<file path="config.mk">
export PLATFORM = sky130hd
export DESIGN_NAME = alu32_arbiter_flat
export DESIGN_NICKNAME = d
export VERILOG_FILES = /design/src/rtl/alu32_arbiter_if.sv /design/src/rtl/alu32_arbiter.sv /design/src/flat_wrapper.sv
export SDC_FILE = /design/constraint.sdc
export NUM_CORES = 1
export LEC_CHECK = 0
export ABC_AREA = 1
export CORE_AREA = 2 2 166 168
export DETAILED_ROUTE_END_ITERATION = 10
export DIE_AREA = 0 0 168 170
export PLACE_DENSITY = 0.63
export SLEW_MARGIN = 20
export SYNTH_ARGS = -nofsm -noshare
export SYNTH_HDL_FRONTEND = slang
export SYNTH_SLANG_ARGS = --single-unit
</file>
<file path="constraint.sdc">
create_clock -name clk -period 2.4 [get_ports clk]
set_input_delay 0.48 -clock clk [delete_from_list [all_inputs] [get_ports clk]]
set_output_delay 0.48 -clock clk [all_outputs]
set_load 0.03 [all_outputs]
</file>
<file path="src/rtl/alu32_arbiter_if.sv">
`default_nettype none
// ============================================================================
// Module   : alu32_arbiter_if
// Purpose  : Requester-side request/response bundle for alu32_arbiter.
// Revision : 1.0 - initial release
// ============================================================================
interface alu32_arbiter_if #(
    parameter int N_REQ = 4
) ();
    logic [N_REQ-1:0]    req_valid;
    logic [N_REQ-1:0]    req_ready;
    logic [32*N_REQ-1:0] req_a;
    logic [32*N_REQ-1:0] req_b;
    logic [4*N_REQ-1:0]  req_sel;
    logic [N_REQ-1:0]    rsp_valid;
    logic [N_REQ-1:0]    rsp_ready;
    logic [31:0]         rsp_data;
    logic                rsp_ovf;
    logic                rsp_err;

    modport master (
        output req_valid, req_a, req_b, req_sel, rsp_ready,
        input  req_ready, rsp_valid, rsp_data, rsp_ovf, rsp_err
    );

    modport slave (
        input  req_valid, req_a, req_b, req_sel, rsp_ready,
        output req_ready, rsp_valid, rsp_data, rsp_ovf, rsp_err
    );
endinterface
`default_nettype wire

</file>
<file path="src/rtl/alu32_arbiter.sv">
`default_nettype none
// ============================================================================
// Module   : alu32_arbiter
// Purpose  : Round-robin arbiter/sequencer sharing one registered alu32.
// Revision : 1.0 - initial release
// ============================================================================
module alu32_arbiter #(
    parameter int N_REQ   = 4,
    parameter int ALU_LAT = 1
) (
    input  logic              clk,
    input  logic              rst_n,
    alu32_arbiter_if.slave    bus,
    output logic [31:0]       alu_a,
    output logic [31:0]       alu_b,
    output logic [3:0]        alu_sel,
    input  logic [31:0]       alu_out,
    input  logic              alu_ovf,
    output logic              busy
);

    localparam int c_IDX_W = (N_REQ > 1) ? $clog2(N_REQ) : 1;
    localparam int c_CNT_W = $clog2(ALU_LAT + 2);

    typedef enum logic [1:0] {
        IDLE = 2'd0,
        EXEC = 2'd1,
        RESP = 2'd2
    } state_t;

    state_t               r_state;
    logic [c_CNT_W-1:0]   r_cnt;
    logic [c_IDX_W-1:0]   r_last;
    logic [c_IDX_W-1:0]   r_grant;
    logic [N_REQ-1:0]     r_rsp_valid;
    logic [31:0]          r_rsp_data;
    logic                 r_rsp_ovf;
    logic                 r_rsp_err;

    logic [31:0]          w_a_arr   [N_REQ];
    logic [31:0]          w_b_arr   [N_REQ];
    logic [3:0]           w_sel_arr [N_REQ];
    logic [c_IDX_W-1:0]   w_cand;
    logic [c_IDX_W-1:0]   w_win;
    logic                 w_any;
    logic                 w_legal;
    logic [N_REQ-1:0]     w_win_onehot;
    logic [N_REQ-1:0]     w_grant_onehot;
    logic [N_REQ-1:0]     w_req_ready;

    for (genvar g = 0; g < N_REQ; g++) begin : g_unpack
        assign w_a_arr[g]   = bus.req_a[32*g +: 32];
        assign w_b_arr[g]   = bus.req_b[32*g +: 32];
        assign w_sel_arr[g] = bus.req_sel[4*g +: 4];
    end

    // First pending requester at or after last+1, wrapping around.
    always_comb begin
        w_any  = 1'b0;
        w_win  = '0;
        w_cand = '0;
        for (int i = 0; i < N_REQ; i++) begin
            w_cand = c_IDX_W'((int'(r_last) + 1 + i) % N_REQ);
            if (!w_any && bus.req_valid[w_cand]) begin
                w_any = 1'b1;
                w_win = w_cand;
            end
        end
    end

    assign w_win_onehot   = N_REQ'(1) << w_win;
    assign w_grant_onehot = N_REQ'(1) << r_grant;
    assign w_legal        = (w_sel_arr[w_win] <= 4'd4);
    assign w_req_ready    = ((r_state == IDLE) && w_any) ? w_win_onehot : '0;

    assign bus.req_ready = w_req_ready;
    assign bus.rsp_valid = r_rsp_valid;
    assign bus.rsp_data  = r_rsp_data;
    assign bus.rsp_ovf   = r_rsp_ovf;
    assign bus.rsp_err   = r_rsp_err;

    always_ff @(posedge clk or negedge rst_n) begin
        if (!rst_n) begin
            r_state     <= IDLE;
            r_cnt       <= '0;
            r_last      <= c_IDX_W'(N_REQ - 1);
            r_grant     <= '0;
            r_rsp_valid <= '0;
            r_rsp_data  <= '0;
            r_rsp_ovf   <= 1'b0;
            r_rsp_err   <= 1'b0;
            alu_a       <= '0;
            alu_b       <= '0;
            alu_sel     <= '0;
            busy        <= 1'b0;
        end else begin
            case (r_state)
                IDLE: begin
                    if (w_any) begin
                        r_grant <= w_win;
                        r_last  <= w_win;
                        busy    <= 1'b1;
                        if (w_legal) begin
                            alu_a   <= w_a_arr[w_win];
                            alu_b   <= w_b_arr[w_win];
                            alu_sel <= w_sel_arr[w_win];
                            r_cnt   <= '0;
                            r_state <= EXEC;
                        end else begin
                            // Illegal select never reaches the ALU.
                            r_rsp_err   <= 1'b1;
                            r_rsp_data  <= '0;
                            r_rsp_ovf   <= 1'b0;
                            r_rsp_valid <= w_win_onehot;
                            r_state     <= RESP;
                        end
                    end
                end
                EXEC: begin
                    if (r_cnt == c_CNT_W'(ALU_LAT)) begin
                        r_rsp_data  <= alu_out;
                        r_rsp_ovf   <= alu_ovf;
                        r_rsp_err   <= 1'b0;
                        r_rsp_valid <= w_grant_onehot;
                        r_state     <= RESP;
                    end else begin
                        r_cnt <= r_cnt + c_CNT_W'(1);
                    end
                end
                RESP: begin
                    if (bus.rsp_ready[r_grant]) begin
                        r_rsp_valid <= '0;
                        busy        <= 1'b0;
                        r_state     <= IDLE;
                    end
                end
                default: begin
                    r_rsp_valid <= '0;
                    busy        <= 1'b0;
                    r_state     <= IDLE;
                end
            endcase
        end
    end

endmodule
`default_nettype wire

</file>
<file path="src/flat_wrapper.sv">
// flat-port wrapper written by rule: the top's interface ports become plain ports
module alu32_arbiter_flat 
#(
    parameter int N_REQ   = 4,
    parameter int ALU_LAT = 1
)
  (clk, rst_n, alu_a, alu_b, alu_sel, alu_out, alu_ovf, busy, bus_req_valid, bus_req_a, bus_req_b, bus_req_sel, bus_rsp_ready, bus_req_ready, bus_rsp_valid, bus_rsp_data, bus_rsp_ovf, bus_rsp_err);
  alu32_arbiter_if #(.N_REQ(N_REQ)) bus_i ();
  input  logic clk;
  input  logic rst_n;
  output logic [31:0] alu_a;
  output logic [31:0] alu_b;
  output logic [3:0] alu_sel;
  input  logic [31:0] alu_out;
  input  logic alu_ovf;
  output logic busy;
  input wire logic [$bits(bus_i.req_valid)-1:0] bus_req_valid;
  input wire logic [$bits(bus_i.req_a)-1:0] bus_req_a;
  input wire logic [$bits(bus_i.req_b)-1:0] bus_req_b;
  input wire logic [$bits(bus_i.req_sel)-1:0] bus_req_sel;
  input wire logic [$bits(bus_i.rsp_ready)-1:0] bus_rsp_ready;
  output wire logic [$bits(bus_i.req_ready)-1:0] bus_req_ready;
  output wire logic [$bits(bus_i.rsp_valid)-1:0] bus_rsp_valid;
  output wire logic [$bits(bus_i.rsp_data)-1:0] bus_rsp_data;
  output wire logic [$bits(bus_i.rsp_ovf)-1:0] bus_rsp_ovf;
  output wire logic [$bits(bus_i.rsp_err)-1:0] bus_rsp_err;
  assign bus_i.req_valid = bus_req_valid;
  assign bus_i.req_a = bus_req_a;
  assign bus_i.req_b = bus_req_b;
  assign bus_i.req_sel = bus_req_sel;
  assign bus_i.rsp_ready = bus_rsp_ready;
  assign bus_req_ready = bus_i.req_ready;
  assign bus_rsp_valid = bus_i.rsp_valid;
  assign bus_rsp_data = bus_i.rsp_data;
  assign bus_rsp_ovf = bus_i.rsp_ovf;
  assign bus_rsp_err = bus_i.rsp_err;
  alu32_arbiter #(.N_REQ(N_REQ), .ALU_LAT(ALU_LAT)) u_core (.clk(clk), .rst_n(rst_n), .bus(bus_i), .alu_a(alu_a), .alu_b(alu_b), .alu_sel(alu_sel), .alu_out(alu_out), .alu_ovf(alu_ovf), .busy(busy));
endmodule
</file>
==> flow_metrics.tcl <==
set metrics [dict create \
    grt_pass1_wl_um 48500 \
    die_h_um 170 \
    cts.sinks 115 \
    rr_worst_depth 21 \
    num_vias 8298 \
    drt_wl_total_um 33200 \
    synth_top_family_by_area "simple AND/OR/NAND/NOR gates" \
    synth.avg_cell_area_um2 7.19 \
    setup_tns_ns -47.86 \
    h-tree-depth 4 \
    arrival_ns 2.45 \
    cts_root_buf "clkbuf_16" \
    worstHoldPathType "in2async" \
    die_x_um 168 \
    grt_use_total 0.224 \
    overflow 0 \
    synth-compound-area-share 0.0924 \
    hpwl_um 23900 \
    synthCells 904 \
    cp_slowest_cell "dfstp_2" \
    startpoint_type "flop" \
    cp_data_required_time_ns 1.92 \
    utilization 0.484 \
    syn_to_final_growth_pct 98.5 \
    post-route-min-period_ns 2.93 \
    ant_nets 0 \
    clkTransAtPathRegs_ns 0.06 \
    skew_ns 0.0117 \
    crit_top_cell "nand2_4" \
    crit_buf_inv 5 \
    die-area_mm2 0.0286 \
    ir_drop_uv 1110 \
    antenna_found_initial 7 \
    path_cells "inv_4 > buf_6 > nand2_4 > nand2_4 > nand2_4 > nand2_4 > nor2_4 > nand4_1 > nand2_4 > buf_6 > nand2_4 > buf_6 > nor2_4 > buf_6" \
    cts_tree "yes" \
    rsz0062_at_grt "true" \
    coreArea_mm2 0.0267 \
    p_per_area_mw_per_mm2 1970 \
    grt_max_degree 53 \
    drt_pre_antenna_iters 5 \
    drv_slew 0 \
    cts_buffers 17 \
    leakage_nw 5.91 \
    drtIter0Drc 501 \
    synth_fa_ha_area_frac 0.00193 \
    maxCapViolCount 0 \
    cp_num_cells 14 \
    final.period_utilization 1.22 \
    synth_cell_types 28 \
    fmax_mhz 341 \
    num_rows 60 \
    route.detailed.drc 0 \
    synth_top_area_frac 0.435 \
    insertion_delay_ns 0.42 \
    synthMuxAreaShare 0.00154 \
    status "complete, but fails checks" \
    setup_slack_ns -0.530 \
    final_net_count 1692 \
    num_io_pins 426 \
    synth.net_count 1220 \
    multi_input_area_mm2 0.00364 \
    yosys-top-cells-area "dfrtp_1 (44%), nand2_1 (24%), nand3_1 (14%), a22oi_1 (7.4%), buf_2 (1.2%)" \
    nFillCells 2604 \
    ys_seq_area_frac 0.443 \
    path_delay_family "simple AND/OR/NAND/NOR gates" \
    setup_violations 114 \
    place_congestion 0.851 \
    cts_hold_buf 0 \
    synthXorXnorAreaFrac 0 \
    tightest_slew_ns 1.14 \
    yosys_warnings 0 \
    synth-simple-area-share 0.402 \
    cp-end-kind "output pin" \
    clk_path_buf_depth 2 \
    routedWlPerCell_um 19.1 \
    place.port_buffers 425 \
    criticalPathCategory "reg2out" \
    crit_fanout 6 \
    vias_per_cell 4.79 \
    synth_top_area_cell "dfrtp_1" \
    violations "negative setup slack" \
    critPathMaxStageDelay_ns 0.60 \
    initial_core_util 0.244 \
    hold_viol 0 \
    ys_seq_elements 115 \
    slew_headroom 0.235 \
    register_area_mm2 0.00288 \
    syn-cell-area_mm2 0.00650 \
    drive_gt1_frac 0.160 \
    grt_pass1_vias 8268 \
]
-- power breakdown --
| group | internal, mW | total (mW) | switching (mW) |
|---|---|---|---|
| Sequential | 2.91 | 3.43 | 0.521 |
| Combinational | 7.72 | 19.1 | 11.4 |
| Clock | 1.90 | 2.87 | 0.969 |
-- worst register-to-register path, stage by stage, from the launching register on --
cell      delay (ns)
dfstp_2         0.60
inv_4           0.07
buf_6           0.13
nand2_1         0.10
nand3_1         0.08
nand2_1         0.07
a21oi_1         0.06
nand2_1         0.15
nand3_4         0.13
buf_6           0.14
nor2_4          0.16
nand2_1         0.08
nand2_1         0.10
nor2_2          0.05
nand2_1         0.07
nand2_2         0.09
nand3_4         0.16
clkinv_8        0.10
buf_12          0.15
buf_16          0.15
nand2_1         0.06
nand2_1         0.05
-- final cells by class --
| class | instances | area share |
|---|---|---|
| diodes | 4 | 0.000776 |
| clock buffers | 20 | 0.0354 |
| clock inverters | 12 | 0.0157 |
| inverters | 23 | 0.00786 |
| multi-input cells | 710 | 0.282 |
| flip-flops and latches | 115 | 0.223 |
| well taps | 341 | 0.0331 |
| repair buffers | 509 | 0.401 |
-- routing by layer --
metal | wire length, um | track usage | vias to the layer above
li1 | - | - | 3974
met1 | 13000 | 0.260 | 3921
met2 | 16800 | 0.396 | 365
met3 | 2770 | 0.0709 | 36
met4 | 665 | 0.0631 | 2
met5 | 13 | 0 | -
-- path summary, 6_finish.rpt --
check,start,end,slack [ns]
worst max-delay path,u_core.r_last[0]$_DFFE_PN1P_,bus_req_ready[1],-0.53
worst min-delay path,rst_n,u_core.bus.rsp_data[11]$_DFFE_PN0P_,0.02
worst max register to register,u_core.r_last[0]$_DFFE_PN1P_,u_core.alu_b[26]$_DFFE_PN0P_,-0.48
worst min register to register,u_core.bus.rsp_data[2]$_DFFE_PN0P_,u_core.bus.rsp_data[2]$_DFFE_PN0P_,0.47
max in group asynchronous,rst_n,u_core.r_last[0]$_DFFE_PN1P_,1.71
min in group clk,u_core.bus.rsp_data[2]$_DFFE_PN0P_,u_core.bus.rsp_data[2]$_DFFE_PN0P_,0.47
-- state kept, by name (all words and copies together), names as in the netlist --
signal	count
u_core.alu_sel	4
u_core.bus.rsp_ovf	1
u_core.r_cnt	2
u_core.r_grant	2
u_core.r_last	2
u_core.r_state	2
u_core.bus.rsp_valid	4
u_core.alu_b	32
u_core.alu_a	32
u_core.bus.rsp_data	32
u_core.bus.rsp_err	1
u_core.busy	1
-- synthesized netlist by cell type --
cell type and instances:
a21oi_1 1, a22oi_1 64, a31oi_1 4, buf_1 19
buf_2 16, buf_4 1, buf_6 6, clkbuf_1 19
dfrtp_1 113, dfstp_2 2, ha_1 1, inv_1 16
inv_2 7, mux2i_1 1, nand2_1 410, nand2_2 4
nand3_1 181, nand3_2 3, nand3_4 1, nand4_1 1
nor2_1 13, nor2_2 4, nor2_4 1, o2111ai_1 1
o211ai_1 1, o21ai_0 12, o21ai_1 1, o32ai_1 1
-- metrics by stage --
stage	setup slack, ns	power, mW	cell area [um^2]	hold WS, ns	std cells
after floorplan	-0.0741	13.2	6570	0.184	904
after global placement	-0.719	19.2	11400	0.450	1662
after detailed placement	-0.780	19.3	11400	0.456	1662
after CTS	-0.462	24.4	12600	0.0218	1717
after global routing	-0.691	27.2	12900	0.0410	1733
final	-0.530	25.4	12900	0.0176	1734
-- logic make-up (layout without fill, tap and decap cells) --
| family | after synthesis | count (layout) |
|---|---|---|
| compound gates | 85 | 85 |
| fa+ha+maj | 1 | 1 |
| mux | 1 | 1 |
| other cells | 0 | 4 |
| buf+inv | 84 | 564 |
| flops | 115 | 115 |
| simple gates | 618 | 623 |
-- cells in the final DEF (no fill, tap or decap), drive strengths merged --
cell type	synthesis	layout
nand2	414	414
ha	1	1
a22oi	64	64
o21ai	13	13
nand4	1	1
nor2	18	18
mux2i	1	1
clkinvlp	0	1
diode	0	4
nand3	185	190
clkinv	0	6
inv	23	23
o211ai	1	1
buf	42	88
o2111ai	1	1
clkdlybuf4s50	0	420
dfrtp	113	113
a31oi	4	4
a21oi	1	1
dfstp	2	2
bufinv	0	5
clkbuf	19	20
o32ai	1	1
bufbuf	0	1
-- repair_timing --
item,CTS,global route
pin swaps,14,18
endpoints found under the setup margin,114,114
setup buffers,15,11
resized for setup,45,75
cloned,8,2
Power figures use the tool's default switching activity.
